===== src/rtl/dcpu16_marb_if.sv =====
// Bus bundle between the DCPU16 memory bus unit (F-BUS, G-BUS) and the shared memory port.
// The arbiter uses the slave modport; the CPU/memory side uses the master modport.
interface dcpu16_marb_if;
   logic [15:0] f_adr;
   logic        f_stb;
   logic        f_wre;
   logic [15:0] f_dto;
   logic [15:0] f_dti;
   logic        f_ack;

   logic [15:0] g_adr;
   logic        g_stb;
   logic        g_wre;
   logic [15:0] g_dto;
   logic [15:0] g_dti;
   logic        g_ack;

   logic [15:0] m_adr;
   logic        m_stb;
   logic        m_wre;
   logic [15:0] m_dto;
   logic [15:0] m_dti;
   logic        m_ack;

   modport slave (
      input  f_adr, f_stb, f_wre, f_dto,
      output f_dti, f_ack,
      input  g_adr, g_stb, g_wre, g_dto,
      output g_dti, g_ack,
      output m_adr, m_stb, m_wre, m_dto,
      input  m_dti, m_ack
   );

   modport master (
      output f_adr, f_stb, f_wre, f_dto,
      input  f_dti, f_ack,
      output g_adr, g_stb, g_wre, g_dto,
      input  g_dti, g_ack,
      input  m_adr, m_stb, m_wre, m_dto,
      output m_dti, m_ack
   );
endinterface


===== src/rtl/dcpu16_marb.sv =====
// Two-master (F-BUS / G-BUS) arbiter onto a single-port memory; all outputs registered.
// Define DCPU16_MARB_RR_EN for round-robin tie-breaking; otherwise F-BUS wins ties.
module dcpu16_marb (
   input  logic          clk,
   input  logic          rst,
   dcpu16_marb_if.slave  bus
);
   typedef enum logic [2:0] {
      ST_IDLE,
      ST_BUSY_F,
      ST_BUSY_G,
      ST_RESP_F,
      ST_RESP_G
   } state_t;

   state_t      r_state;
   state_t      w_state_next;
   logic        r_last_g;
   logic [15:0] r_m_adr;
   logic        r_m_stb;
   logic        r_m_wre;
   logic [15:0] r_m_dto;
   logic [15:0] r_f_dti;
   logic [15:0] r_g_dti;
   logic        r_f_ack;
   logic        r_g_ack;

   logic        w_arb;
   logic        w_f_elig;
   logic        w_g_elig;
   logic        w_grant_f;
   logic        w_grant_g;
   logic        w_done;

   always_comb begin
      w_state_next = r_state;
      w_grant_f    = 1'b0;
      w_grant_g    = 1'b0;
      w_done       = 1'b0;
      w_arb        = (r_state == ST_IDLE) || (r_state == ST_RESP_F) || (r_state == ST_RESP_G);
      // The master being acked still shows its finished request on stb, so mask it.
      w_f_elig     = bus.f_stb && (r_state != ST_RESP_F);
      w_g_elig     = bus.g_stb && (r_state != ST_RESP_G);

      if (w_arb) begin
         if (w_f_elig && w_g_elig) begin
`ifdef DCPU16_MARB_RR_EN
            w_grant_f = r_last_g;
            w_grant_g = !r_last_g;
`else
            w_grant_f = 1'b1;
`endif
         end else begin
            w_grant_f = w_f_elig;
            w_grant_g = w_g_elig;
         end

         if (w_grant_f) begin
            w_state_next = ST_BUSY_F;
         end else if (w_grant_g) begin
            w_state_next = ST_BUSY_G;
         end else begin
            w_state_next = ST_IDLE;
         end
      end else begin
         case (r_state)
            ST_BUSY_F: begin
               if (bus.m_ack) begin
                  w_state_next = ST_RESP_F;
                  w_done       = 1'b1;
               end
            end
            ST_BUSY_G: begin
               if (bus.m_ack) begin
                  w_state_next = ST_RESP_G;
                  w_done       = 1'b1;
               end
            end
            default: w_state_next = ST_IDLE;
         endcase
      end
   end

   always_ff @(posedge clk) begin
      if (rst) begin
         r_state  <= ST_IDLE;
         r_last_g <= 1'b1;
         r_m_adr  <= 16'h0000;
         r_m_stb  <= 1'b0;
         r_m_wre  <= 1'b0;
         r_m_dto  <= 16'h0000;
         r_f_dti  <= 16'h0000;
         r_g_dti  <= 16'h0000;
         r_f_ack  <= 1'b0;
         r_g_ack  <= 1'b0;
      end else begin
         r_state <= w_state_next;
         r_f_ack <= (w_state_next == ST_RESP_F);
         r_g_ack <= (w_state_next == ST_RESP_G);

         if (w_grant_f) begin
            r_m_adr  <= bus.f_adr;
            r_m_wre  <= bus.f_wre;
            r_m_dto  <= bus.f_dto;
            r_m_stb  <= 1'b1;
            r_last_g <= 1'b0;
         end else if (w_grant_g) begin
            r_m_adr  <= bus.g_adr;
            r_m_wre  <= bus.g_wre;
            r_m_dto  <= bus.g_dto;
            r_m_stb  <= 1'b1;
            r_last_g <= 1'b1;
         end

         // Write cycles also load dti; the master ignores it.
         if (w_done) begin
            r_m_stb <= 1'b0;
            if (r_state == ST_BUSY_F) begin
               r_f_dti <= bus.m_dti;
            end else begin
               r_g_dti <= bus.m_dti;
            end
         end
      end
   end

   assign bus.m_adr = r_m_adr;
   assign bus.m_stb = r_m_stb;
   assign bus.m_wre = r_m_wre;
   assign bus.m_dto = r_m_dto;
   assign bus.f_dti = r_f_dti;
   assign bus.g_dti = r_g_dti;
   assign bus.f_ack = r_f_ack;
   assign bus.g_ack = r_g_ack;
endmodule


===== src/flat_wrapper.sv =====
// flat-port wrapper written by rule: the top's interface ports become plain ports
module dcpu16_marb_flat 
  (clk, rst, bus_f_adr, bus_f_stb, bus_f_wre, bus_f_dto, bus_f_dti, bus_f_ack, bus_g_adr, bus_g_stb, bus_g_wre, bus_g_dto, bus_g_dti, bus_g_ack, bus_m_adr, bus_m_stb, bus_m_wre, bus_m_dto, bus_m_dti, bus_m_ack);
  dcpu16_marb_if bus_i ();
  input  logic clk;
  input  logic rst;
  input wire logic [$bits(bus_i.f_adr)-1:0] bus_f_adr;
  input wire logic [$bits(bus_i.f_stb)-1:0] bus_f_stb;
  input wire logic [$bits(bus_i.f_wre)-1:0] bus_f_wre;
  input wire logic [$bits(bus_i.f_dto)-1:0] bus_f_dto;
  output wire logic [$bits(bus_i.f_dti)-1:0] bus_f_dti;
  output wire logic [$bits(bus_i.f_ack)-1:0] bus_f_ack;
  input wire logic [$bits(bus_i.g_adr)-1:0] bus_g_adr;
  input wire logic [$bits(bus_i.g_stb)-1:0] bus_g_stb;
  input wire logic [$bits(bus_i.g_wre)-1:0] bus_g_wre;
  input wire logic [$bits(bus_i.g_dto)-1:0] bus_g_dto;
  output wire logic [$bits(bus_i.g_dti)-1:0] bus_g_dti;
  output wire logic [$bits(bus_i.g_ack)-1:0] bus_g_ack;
  output wire logic [$bits(bus_i.m_adr)-1:0] bus_m_adr;
  output wire logic [$bits(bus_i.m_stb)-1:0] bus_m_stb;
  output wire logic [$bits(bus_i.m_wre)-1:0] bus_m_wre;
  output wire logic [$bits(bus_i.m_dto)-1:0] bus_m_dto;
  input wire logic [$bits(bus_i.m_dti)-1:0] bus_m_dti;
  input wire logic [$bits(bus_i.m_ack)-1:0] bus_m_ack;
  assign bus_i.f_adr = bus_f_adr;
  assign bus_i.f_stb = bus_f_stb;
  assign bus_i.f_wre = bus_f_wre;
  assign bus_i.f_dto = bus_f_dto;
  assign bus_f_dti = bus_i.f_dti;
  assign bus_f_ack = bus_i.f_ack;
  assign bus_i.g_adr = bus_g_adr;
  assign bus_i.g_stb = bus_g_stb;
  assign bus_i.g_wre = bus_g_wre;
  assign bus_i.g_dto = bus_g_dto;
  assign bus_g_dti = bus_i.g_dti;
  assign bus_g_ack = bus_i.g_ack;
  assign bus_m_adr = bus_i.m_adr;
  assign bus_m_stb = bus_i.m_stb;
  assign bus_m_wre = bus_i.m_wre;
  assign bus_m_dto = bus_i.m_dto;
  assign bus_i.m_dti = bus_m_dti;
  assign bus_i.m_ack = bus_m_ack;
  dcpu16_marb u_core (.clk(clk), .rst(rst), .bus(bus_i));
endmodule

===== config.mk =====
export PLATFORM = sky130hd
export DESIGN_NAME = dcpu16_marb_flat
export DESIGN_NICKNAME = d
export VERILOG_FILES = /design/src/rtl/dcpu16_marb_if.sv /design/src/rtl/dcpu16_marb.sv /design/src/flat_wrapper.sv
export SDC_FILE = /design/constraint.sdc
export NUM_CORES = 1
export LEC_CHECK = 0
export ABC_AREA = 1
export BUFFER_PORTS_ARGS = -buffer_cell sky130_fd_sc_hd__buf_2
export CAP_MARGIN = 0
export CORE_MARGIN = 3
export CORE_UTILIZATION = 30
export CTS_CLUSTER_DIAMETER = 200
export DETAILED_ROUTE_END_ITERATION = 10
export PLACE_DENSITY = 0.61
export RECOVER_POWER = 25
export SKIP_CTS_REPAIR_TIMING = 1
export SYNTH_ARGS = -nofsm -noshare
export SYNTH_HDL_FRONTEND = slang
export SYNTH_SLANG_ARGS = --single-unit
export TNS_END_PERCENT = 20

===== constraint.sdc =====
create_clock -name clk -period 1.6 [get_ports clk]
set_input_delay 0.24 -clock clk [delete_from_list [all_inputs] [get_ports clk]]
set_output_delay 0.24 -clock clk [all_outputs]
set_load 0.01 [all_outputs]

# After elaboration in Yosys (flattened, before gate mapping)
# Cells that the tools add are included.
# totals
elab_cells	52
input_bits	87
reg_bits	71
out_inout_bits	68
# op_classes
bitwise	1
reduce_logical	11
n_eq_ne	8
mux	23
# ops
op	count
16-bit two-way mux	4
1-bit two-way mux	13
3-bit two-way mux	4
3-bit by 2-bit equality test with 1-bit output (second input constant)	3
3-bit equality test (second input constant)	2
3-bit one-hot mux with 2 select lines	1
2-bit AND reduction	2
2-bit OR reduction	2
3-bit by 1-bit equality test with 1-bit output (second input constant)	1
1-bit logical AND	3
3-bit logical NOT	1
3-bit by 2-bit inequality test with 1-bit output (second input constant)	1
3-bit inequality test (second input constant)	1
1-bit logical OR	2
2-bit two-way mux	1
2-bit nonzero test	1
1-bit NOT	1

# Longest topological paths before layout
# Gate-level depths: netlist of run 1.
# logic_depth
word_depth	9
ltp_mapped	9
depth_no_buf	7

# Least setup slack after synthesis of run 1
# No wires, ideal clock.
# synth_timing
path_kind	reg2reg
startpoint	register u_core.r_state[1]
endpoint	register u_core.r_m_adr[11], in the netlist u_core.bus.m_adr[11]
period_less_slack_ps	1297
path_buffers	2
path_stages_with_launch	9
t_arrival_ps	1182
required_time_ps	1485
path_slack_ps	303
setup_time_ps	115
path_cell_list	dfxtp_1 nor2_4 nand2_1 nand2_1 nand2_1 buf_4 buf_4 a21oi_1 nor2_1
# synth_via
elab_chain_cells	7
word_cells_on_any_way	18
cone_classes	4 x eq/ne; 7 x mux; 7 x reduce/logical
# synth_rtl
element	line	rtl
start: declaration	dcpu16_marb.sv:16	state_t r_state;
start signal: assignment	dcpu16_marb.sv:97	r_state <= w_state_next;
3-bit by 2-bit inequality test with 1-bit output or 3-bit inequality test (tied branches)	dcpu16_marb.sv:42, dcpu16_marb.sv:43	
1-bit logical AND, on equally long branches	dcpu16_marb.sv:42, dcpu16_marb.sv:43	
1-bit logical AND	dcpu16_marb.sv:46	if (w_f_elig && w_g_elig) begin
1-bit two-way mux	dcpu16_marb.sv:46	
1-bit two-way mux (2 in series)	dcpu16_marb.sv:45	if (w_arb) begin
16-bit two-way mux or 2-bit nonzero test (tied branches)	-	
end signal: assignment	dcpu16_marb.sv:102	r_m_adr <= bus.f_adr;
end signal: assignment	dcpu16_marb.sv:108	r_m_adr <= bus.g_adr;
end: declaration	dcpu16_marb.sv:19	logic [15:0] r_m_adr;
# Several ways; a longest one is shown, not always the timed one. The select of a mux whose other input is x is not followed.
# A chain may end at the register's enable or synchronous reset.

# Worst setup path in the final report of run 1
# layout_timing
startpoint	register u_core.r_state[1]
endpoint	register u_core.r_m_wre, in the netlist u_core.bus.m_wre
# layout_via
elab_chain_cells	7
word_cells_on_any_way	18
cone_classes	4 x eq/ne; 7 x mux; 7 x reduce/logical
# layout_rtl
element	line	rtl
3-bit by 2-bit inequality test with 1-bit output or 3-bit inequality test (tied branches)	dcpu16_marb.sv:42, dcpu16_marb.sv:43	
1-bit logical AND, on equally long branches	dcpu16_marb.sv:42, dcpu16_marb.sv:43	
1-bit logical AND	dcpu16_marb.sv:46	
1-bit two-way mux	dcpu16_marb.sv:46	
1-bit two-way mux (2 in series)	dcpu16_marb.sv:45	
1-bit two-way mux or 2-bit nonzero test (tied branches)	-	
end signal: assignment	dcpu16_marb.sv:103	r_m_wre <= bus.f_wre;
end signal: assignment	dcpu16_marb.sv:109	r_m_wre <= bus.g_wre;
end: declaration	dcpu16_marb.sv:21	logic r_m_wre;
# Several ways; a longest one is shown, not always the timed one. The select of a mux whose other input is x is not followed.

==> results of run 1 <==
[final timing paths]
path	endpoint	start	cells after the start
worst max-delay path	u_core.bus.m_wre$_SDFFE_PP0P_	u_core.r_state[1]$_SDFF_PP0_	6
worst min-delay path	u_core.bus.g_dti[4]$_SDFFE_PP0P_	bus_m_dti[4]	3
worst max register to register	u_core.bus.m_wre$_SDFFE_PP0P_	u_core.r_state[1]$_SDFF_PP0_	6
worst min register to register	u_core.bus.f_dti[4]$_SDFFE_PP0P_	u_core.bus.f_dti[4]$_SDFFE_PP0P_	2
[kinds of logic (layout without fill, tap and decap cells)]
kind of cell           after synthesis  count (layout)  share of synthesized area [%]
AOI/OAI and AO/OA                   85              85                          13.03
buffers and inverters               94             238                          11.73
DFF                                 71              71                          43.41
and+or+nand+nor                    249             249                          31.83
[cell usage after synthesis, types with 2 or more instances]
cell type	instances	area share, %
clkbuf_1	18	2.1
nor2_1	69	7.9
nand3_1	68	10
buf_2	16	2.4
a21oi_1	52	7.9
buf_4	3	0.69
inv_1	55	6.3
inv_2	2	0.23
nand2_1	107	12
dfxtp_1	71	43
o21ai_0	32	4.9
nor2_4	2	0.69
[critical path, cell delays in order (launching register included)]
cell     delay (ps)
dfxtp_1         420
nor2_4           80
a21oi_1         150
nand2_2         200
buf_4           250
a21oi_1         140
nor2_1           60
[metal layers]
layer,part of all wire [%],vias up
met5,0,-
met4,1.3,0
met3,8.5,11
met2,44,126
met1,46,1553
li1,-,1852
[sequential cells by signal, summed over array words and instances, names as in the netlist]
register          count
u_core.bus.f_ack      1
u_core.bus.f_dti     16
u_core.bus.g_ack      1
u_core.bus.g_dti     16
u_core.bus.m_adr     16
u_core.bus.m_dto     16
u_core.bus.m_stb      1
u_core.bus.m_wre      1
u_core.r_state        3
[stage by stage]
stage	instances	utilization [%]	cell area (µm²)
finish	779	41.60	4353
global route	779	41.60	4353
floorplan	499	-	3274
global placement	763	40.03	4188
detailed placement	763	40.03	4188
CTS	779	41.98	4392
[area by class of cell]
class,count,area (µm²)
Clock buffer,9,123.9
Clock inverter,7,80.08
Fill cell,1134,6110
Inverter,57,214.0
Multi-Input combinational cell,334,1479
Sequential cell,71,1423
Tap cell,136,170.2
Timing Repair Buffer,165,863.3
[report_power, final]
part	total, W	internal, W	switching, W
Clock	0.00149	0.000742	0.000745
Sequential	0.00206	0.00195	0.000106
Combinational	0.00118	0.000469	0.000716
==> flow_metrics.py, run 1 <==
metrics = {
    "route": {
        "routed_wl_mm": 9.585,
        "vias": 3542,
        "remaining_drc_errors": 0,
        "drt_first_pass_iters": 5,
        "post_drt_via_cell_ratio": 4.547,
        "detail_route.iter0.violations": 218,
        "detail_route.wl_per_cell_um": 12.30,
        "ant_nets": 0,
    },
    "grt": {
        "use_met3_pct": 4.822,
        "overflow": 0,
        "grt_pass1_wl_mm": 15.57,
        "grtUsageTotal_pct": 15.11,
        "grtUsageMet2_pct": 23.87,
        "grt_pass1_vias": 3191,
        "antenna_found_initial": 0,
        "use_met1_pct": 19.53,
        "top_usage_layer": "met2",
        "grt_max_degree": 82,
    },
    "clock_tree": {
        "clk_path_buf_depth": 2,
        "path_clk_slew_ps": 90,
        "cts_root_buf": "clkbuf_8",
        "numClockSinks": 71,
        "htreeDepth": 3,
        "cts_tree": "done",
        "cts_buffers": 9,
        "clock_latency_ps": 340,
    },
    "synth": {
        "synth_area_per_cell_um2": 6.562,
        "yosysWarnings": 0,
        "syn_nets": 586,
        "async_flop_share_pct": 0,
        "synth-edff-count": 0,
        "ys_types": 16,
        "synth_ff_type": "dfxtp_1",
        "ys_ff_latch": 71,
        "syn_area_mm2": 0.003274,
        "syn_inst": 499,
        "synth_seq_area_share_pct": 43.41,
    },
    "floorplanning": {
        "start_util_pct": 31.30,
        "die_area_mm2": 0.01220,
        "fp.dieW_um": 110.5,
        "io_pins": 155,
        "core.rowCount": 37,
        "chipHeight_um": 110.5,
        "core-area_mm2": 0.01046,
    },
    "placed_design": {
        "portBuffers": 154,
        "dp_hpwl_mm": 6.808,
        "gp_congestion": 0.8417,
        "dp_slack_ps": 147.7,
    },
    "outcome": {
        "outcome": "complete, no violations",
    },
    "power": {
        "p_leak_nw": 2.262,
        "p_per_area_mw_per_mm2": 1087,
        "peakVddDrop_mv": 0.4544,
        "p_total_w": 0.004733,
    },
    "sta": {
        "rsz0062_at_grt": "no",
        "whs_ps": 132.1,
        "hold_viol": 0,
        "slew_headroom_pct": 76.55,
        "fin_crit_ps": 1416,
        "drv_slew": 0,
        "fmax_mhz": 706.3,
        "skew_ps": 6.075,
        "tightest_slew_ps": 351.8,
        "fin_ws_ps": 184.1,
        "setup_violations": 0,
        "setup_tns_ps": 0,
        "period_share_pct": 88.49,
    },
    "critical_path": {
        "arrival_ps": 1640,
        "reg2reg_setup_slack_ps": 180,
        "critPathRequiredTime_ps": 1830,
        "start_kind": "flop",
        "worstSetupPathType": "flop to flop",
        "crit_path_max_fanout": 14,
        "endpoint_kind": "flop",
    },
    "cells_and_area": {
        "drive_gt1_share_pct": 24.42,
        "area_growth_pct": 32.94,
        "layout_commonest_cell": "buf_2",
        "layout_common_cells": "122 x buf_2, 105 x nand2_1, 70 x dfxtp_1",
        "n_antenna_cell": 0,
        "fin_nets": 725,
    },
    "min_path": {
        "hold_class": "input port to flop",
    },
    "job": {
        "maxCapViolCount": 0,
    },
}
(Power assumes the default switching activity.)
==> inputs of run 2 (changes only) <==
- BUFFER_PORTS_ARGS: -buffer_cell sky130_fd_sc_hd__buf_2 -> unset
- DONT_BUFFER_PORTS: unset -> 1
- PLACE_DENSITY: 0.61 -> 0.49
==> run 2 against run 1 <==
Clock skew grew 3.7 ps; cell area down 17%; clock power grew 3%; final cell count decreased by 20%; utilization down 6.9 points; sequential share of layout area rose by 6.5 points.
==> flow_metrics.py, run 2 (synthesized netlist as in run 1, its figures left out) <==
metrics = {
    "cells_and_area": {
        "n_antenna_cell": 0,
        "layout_common_cells": "105 x nand2_1, 71 x dfxtp_1, 69 x nor2_1",
        "area_growth_pct": 10.78,
        "fin_nets": 571,
        "drive_gt1_share_pct": 6.544,
        "final_core_util_pct": 34.67,
        "layout_commonest_cell": "nand2_1",
        "stdcell_area_mm2": 0.003627,
    },
    "sta": {
        "tightest_slew_ps": 342.9,
        "period_share_pct": 83.26,
        "skew_ps": 9.787,
        "fmax_mhz": 750.6,
        "fin_crit_ps": 1332,
        "rsz0062_at_grt": "no",
        "setup_violations": 0,
        "slew_headroom_pct": 77.11,
        "setup_tns_ps": 0,
        "hold_viol": 0,
        "drv_slew": 0,
    },
    "critical_path": {
        "slowest_stage": "dfxtp_1",
        "path_buf_inv": 1,
        "path_delay_family": "flip-flops",
        "endpoint_kind": "flop",
        "crit_path_max_fanout": 48,
        "cpMostUsedCell": "a21oi_1",
        "startpoint": "u_core.r_state[0]$_SDFF_PP0_",
        "arrival_ps": 1550,
        "start_kind": "flop",
        "critPathMaxStageDelay_ps": 460,
        "reg2reg_from": "u_core.r_state[0]$_SDFF_PP0_",
        "worstSetupPathType": "flop to flop",
        "critPathRequiredTime_ps": 1820,
        "critical_path.cell_chain": "nor2_4 > a21oi_1 > nand2_2 > buf_12 > a21oi_1 > nor2_1",
    },
    "route": {
        "post_drt_via_cell_ratio": 4.734,
        "detail_route.iter0.violations": 185,
        "ant_nets": 0,
        "drt_first_pass_iters": 5,
        "detail_route.wl_per_cell_um": 13.42,
        "vias": 2959,
        "remaining_drc_errors": 0,
        "routed_wl_mm": 8.389,
    },
    "placed_design": {
        "placedInstanceArea_mm2": 0.003405,
        "dp_hpwl_mm": 5.713,
        "gp_congestion": 0.7633,
        "portBuffers": 0,
    },
    "floorplanning": {
        "io_pins": 155,
        "core.rowCount": 37,
        "die_area_mm2": 0.01220,
        "start_util_pct": 31.30,
        "core-area_mm2": 0.01046,
        "fp.dieW_um": 110.5,
        "chipHeight_um": 110.5,
    },
    "clock_tree": {
        "htreeDepth": 3,
        "cts_buffers": 9,
        "clk_path_buf_depth": 2,
        "cts_tree": "done",
        "cts_root_buf": "clkbuf_8",
        "numClockSinks": 71,
        "path_clk_slew_ps": 80,
        "clock_latency_ps": 330,
    },
    "grt": {
        "grt_pass1_vias": 2889,
        "grt_max_degree": 69,
        "grt_pass1_wl_mm": 14.48,
        "antenna_found_initial": 0,
        "grtUsageTotal_pct": 14.00,
        "overflow": 0,
    },
    "outcome": {
        "outcome": "complete, no violations",
    },
    "power": {
        "p_leak_nw": 1.698,
        "p_per_area_mw_per_mm2": 1247,
        "p_total_w": 0.004525,
        "peakVddDrop_mv": 0.5916,
    },
    "min_path": {
        "hold_class": "input port to flop",
        "min-delay-start": "bus_m_dti[9]",
    },
    "job": {
        "maxCapViolCount": 0,
    },
}
[run 2: report_power, final]
group / internal, W / switching, W / leakage, nW
clock network: 0.000873 / 0.000671 / 0.102
logic: 0.000310 / 0.000493 / 1.01
registers: 0.00196 / 0.000222 / 0.584
[run 2: per-layer routing]
layer / GRT usage (%) / share of wire (%) / vias to the layer above / wire (µm)
met2: 20.67 / 43 / 118 / 3592
met1: 17.91 / 44 / 1293 / 3683
met5: 0 / 0 / - / 0
met4: 4.762 / 0.88 / 0 / 74
met3: 6.630 / 12 / 6 / 1038
li1: - / - / 1542 / -
[run 2: per-stage QoR]
stage          std cells  hold WS, ps  worst slack (ps)
3_5_place_dp         608        313.7             265.8
4_1_cts              624       -61.52             254.1
6_report             625        43.57             267.8
2_1_floorplan        499        309.1             302.8
3_3_place_gp         608        312.5             320.7
5_1_grt              625        24.61             87.62
[run 2: cell type report]
type	instances	area, µm²
Multi-Input combinational cell	334	1474
Clock inverter	6	85.08
Sequential cell	71	1421
Tap cell	136	170.2
Fill cell	1160	6835
Timing Repair Buffer	11	135.1
Clock buffer	10	127.6
Inverter	57	214.0
[run 2: worst paths after layout]
kind | cells past startpoint | slack, ps | to
max | 6 | 270 | u_core.bus.m_adr[15]$_SDFFE_PP0P_
min | 2 | 40 | u_core.bus.g_dti[9]$_SDFFE_PP0P_
max reg2reg | 6 | 270 | u_core.bus.m_adr[15]$_SDFFE_PP0P_
min reg2reg | 2 | 500 | u_core.bus.f_dti[15]$_SDFFE_PP0P_
==> inputs of run 3 (changes only) <==
- clock period: 1.6 -> 1.35 ns (I/O delays scaled with it)
==> run 3 against run 2 <==
The run now ends with negative hold slack left; utilization rose by 2.6 points; non-clock buffer count grew 18; global-route usage grew 0.076 points; clock skew decreased by 2.5 ps; largest power group unchanged; first-iteration DRC count decreased by 16%; via count is 3.5% higher; power up 20%; largest cell class unchanged.
==> flow_metrics.py, run 3 (synthesized netlist as in run 1, its figures left out) <==
metrics = {
    "sta": {
        "slew_headroom_pct": 78.20,
        "period_share_pct": 98.71,
        "fmax_mhz": 750.4,
        "rsz0062_at_grt": "yes",
        "hold_viol": 3,
        "skew_ps": 7.255,
        "whs_ps": -12.73,
        "fin_crit_ps": 1333,
        "drv_slew": 0,
        "tightest_slew_ps": 327.0,
        "setup_violations": 0,
    },
    "cells_and_area": {
        "final_core_util_pct": 37.24,
        "area_growth_pct": 18.99,
        "drive_gt1_share_pct": 9.862,
        "layout_common_cells": "104 x nand2_1, 69 x nor2_1, 68 x dfxtp_1",
        "layout_commonest_cell": "nand2_1",
        "fin_cells": 643,
        "fin_nets": 589,
        "n_antenna_cell": 0,
    },
    "clock_tree": {
        "clk_path_buf_depth": 2,
        "cts_root_buf": "clkbuf_8",
        "cts_tree": "done",
        "cts_buffers": 9,
        "htreeDepth": 3,
        "numClockSinks": 71,
        "path_clk_slew_ps": 80,
        "clock_latency_ps": 340,
    },
    "grt": {
        "grt_max_degree": 56,
        "antenna_found_initial": 0,
        "overflow": 0,
        "grt_pass1_vias": 2943,
        "grt_pass1_wl_mm": 14.39,
        "grtUsageTotal_pct": 14.08,
    },
    "critical_path": {
        "reg2reg_from": "u_core.r_state[0]$_SDFF_PP0_",
        "worstReg2RegEnd": "u_core.bus.m_adr[0]$_SDFFE_PP0P_",
        "worstSetupPathType": "flop to flop",
        "critPathRequiredTime_ps": 1580,
        "start_kind": "flop",
        "endpoint_kind": "flop",
        "rr_worst_depth": 7,
        "arrival_ps": 1570,
        "reg2reg_setup_slack_ps": 20,
        "crit_path_max_fanout": 18,
    },
    "power": {
        "p_leak_nw": 1.819,
        "p_per_area_mw_per_mm2": 1390,
        "peakVddDrop_mv": 0.5265,
        "combPwrFrac_pct": 20.5,
        "p_int_w": 0.003651,
        "swShare_pct": 32.59,
        "p_seq_share_pct": 47.7,
        "switchingPower_w": 0.001765,
        "p_clk_share_pct": 31.8,
    },
    "route": {
        "detail_route.iter0.violations": 156,
        "detail_route.wl_per_cell_um": 14.25,
        "vias": 3064,
        "drt_first_pass_iters": 4,
        "routed_wl_mm": 9.163,
        "ant_nets": 0,
        "remaining_drc_errors": 0,
        "post_drt_via_cell_ratio": 4.765,
    },
    "floorplanning": {
        "start_util_pct": 31.30,
        "core-area_mm2": 0.01046,
        "chipHeight_um": 110.5,
        "die_area_mm2": 0.01220,
        "fp.dieW_um": 110.5,
        "io_pins": 155,
        "core.rowCount": 37,
    },
    "placed_design": {
        "placed_cells_incl_taps": 611,
        "dp_hpwl_mm": 5.929,
        "portBuffers": 0,
        "gp_congestion": 0.7592,
    },
    "min_path": {
        "min-delay-start": "bus_m_dti[11]",
        "whs_path_depth": 2,
        "min_to": "u_core.bus.g_dti[11]$_SDFFE_PP0P_",
        "hold_class": "input port to flop",
    },
    "outcome": {
        "violations": "negative hold slack",
        "outcome": "complete, but fails checks",
    },
    "job": {
        "maxCapViolCount": 0,
    },
}
-- run 3: changes by cell type in the layout (fill, tap and decap cells not counted), moves of 2 or more --
| cell | change |
|---|---|
| nand2_4 | +2 |
| o21ai_0 | -3 |
| clkbuf_16 | +3 |
| dfxtp_1 | -3 |
| dlygate4sd3_1 | +11 |
| inv_6 | +2 |
| o21ai_1 | +3 |
| a21oi_1 | -6 |
| dfxtp_2 | +3 |
| a21oi_2 | +6 |
| buf_6 | +3 |
-- run 3: routing by layer --
layer	up-vias	track usage [%]	part of all wire [%]
met5	-	0	0
met4	0	4.187	1.1
met3	11	8.712	12
met2	121	21.52	45
met1	1349	16.38	42
li1	1583	-	-
-- run 3: power groups by stage --
stage	registers (W)	logic, W	clock network (W)
finish	0.00258	0.00111	0.00172
global route	0.00261	0.00128	0.00189
CTS	0.00259	0.000981	0.00179
detailed placement	0.00264	0.000977	0
global placement	0.00264	0.000948	0
floorplan	0.00257	0.000792	0
-- run 3: layout make-up --
| class | count | area (µm²) |
|---|---|---|
| multi-input combinational | 334 | 1514 |
| timing repair buffer | 29 | 374.1 |
| inverter | 57 | 216.5 |
| fill | 1142 | 6566 |
| sequential | 71 | 1425 |
| tap | 136 | 170.2 |
| clock buffer | 10 | 127.6 |
| clock inverter | 6 | 68.82 |
-- run 3: worst max path at each step --
stage | startpoint | to | slack, ps | cells after the start
after global routing | u_core.r_state[0]$_SDFF_PP0_ | u_core.bus.m_adr[14]$_SDFFE_PP0P_ | -40 | 7
after floorplan | u_core.r_state[1]$_SDFF_PP0_ | u_core.bus.m_adr[11]$_SDFFE_PP0P_ | 50 | 8
after detailed placement | u_core.r_state[1]$_SDFF_PP0_ | u_core.bus.m_adr[9]$_SDFFE_PP0P_ | 30 | 6
after CTS | u_core.r_state[1]$_SDFF_PP0_ | u_core.bus.m_adr[9]$_SDFFE_PP0P_ | 9 | 6
after global placement | u_core.r_state[0]$_SDFF_PP0_ | u_core.bus.g_dti[1]$_SDFFE_PP0P_ | 90 | 7
final | u_core.r_state[0]$_SDFF_PP0_ | u_core.bus.m_adr[0]$_SDFFE_PP0P_ | 20 | 7
-- run 3: through the flow --
| step | cell area (µm²) | TNS (ps) | power, W | worst slack [ps] |
|---|---|---|---|---|
| floorplan | 3274 | 0 | 0.003366 | 52.77 |
| global placement | 3427 | 0 | 0.003584 | 93.67 |
| detailed placement | 3427 | 0 | 0.003613 | 29.16 |
| CTS | 3623 | 0 | 0.005364 | 9.434 |
| global route | 3896 | -650.0 | 0.005780 | -43.56 |
| finish | 3896 | 0 | 0.005416 | 17.38 |
-- run 3: worst max-delay path, stage by stage, from the launching register on --
cell and delay [ps]:
dfxtp_2 350, nor2_4 190, nand2_1 90, nand2_2 80, nand2_4 110, clkbuf_16 210
a21oi_1 140, nor2_1 60
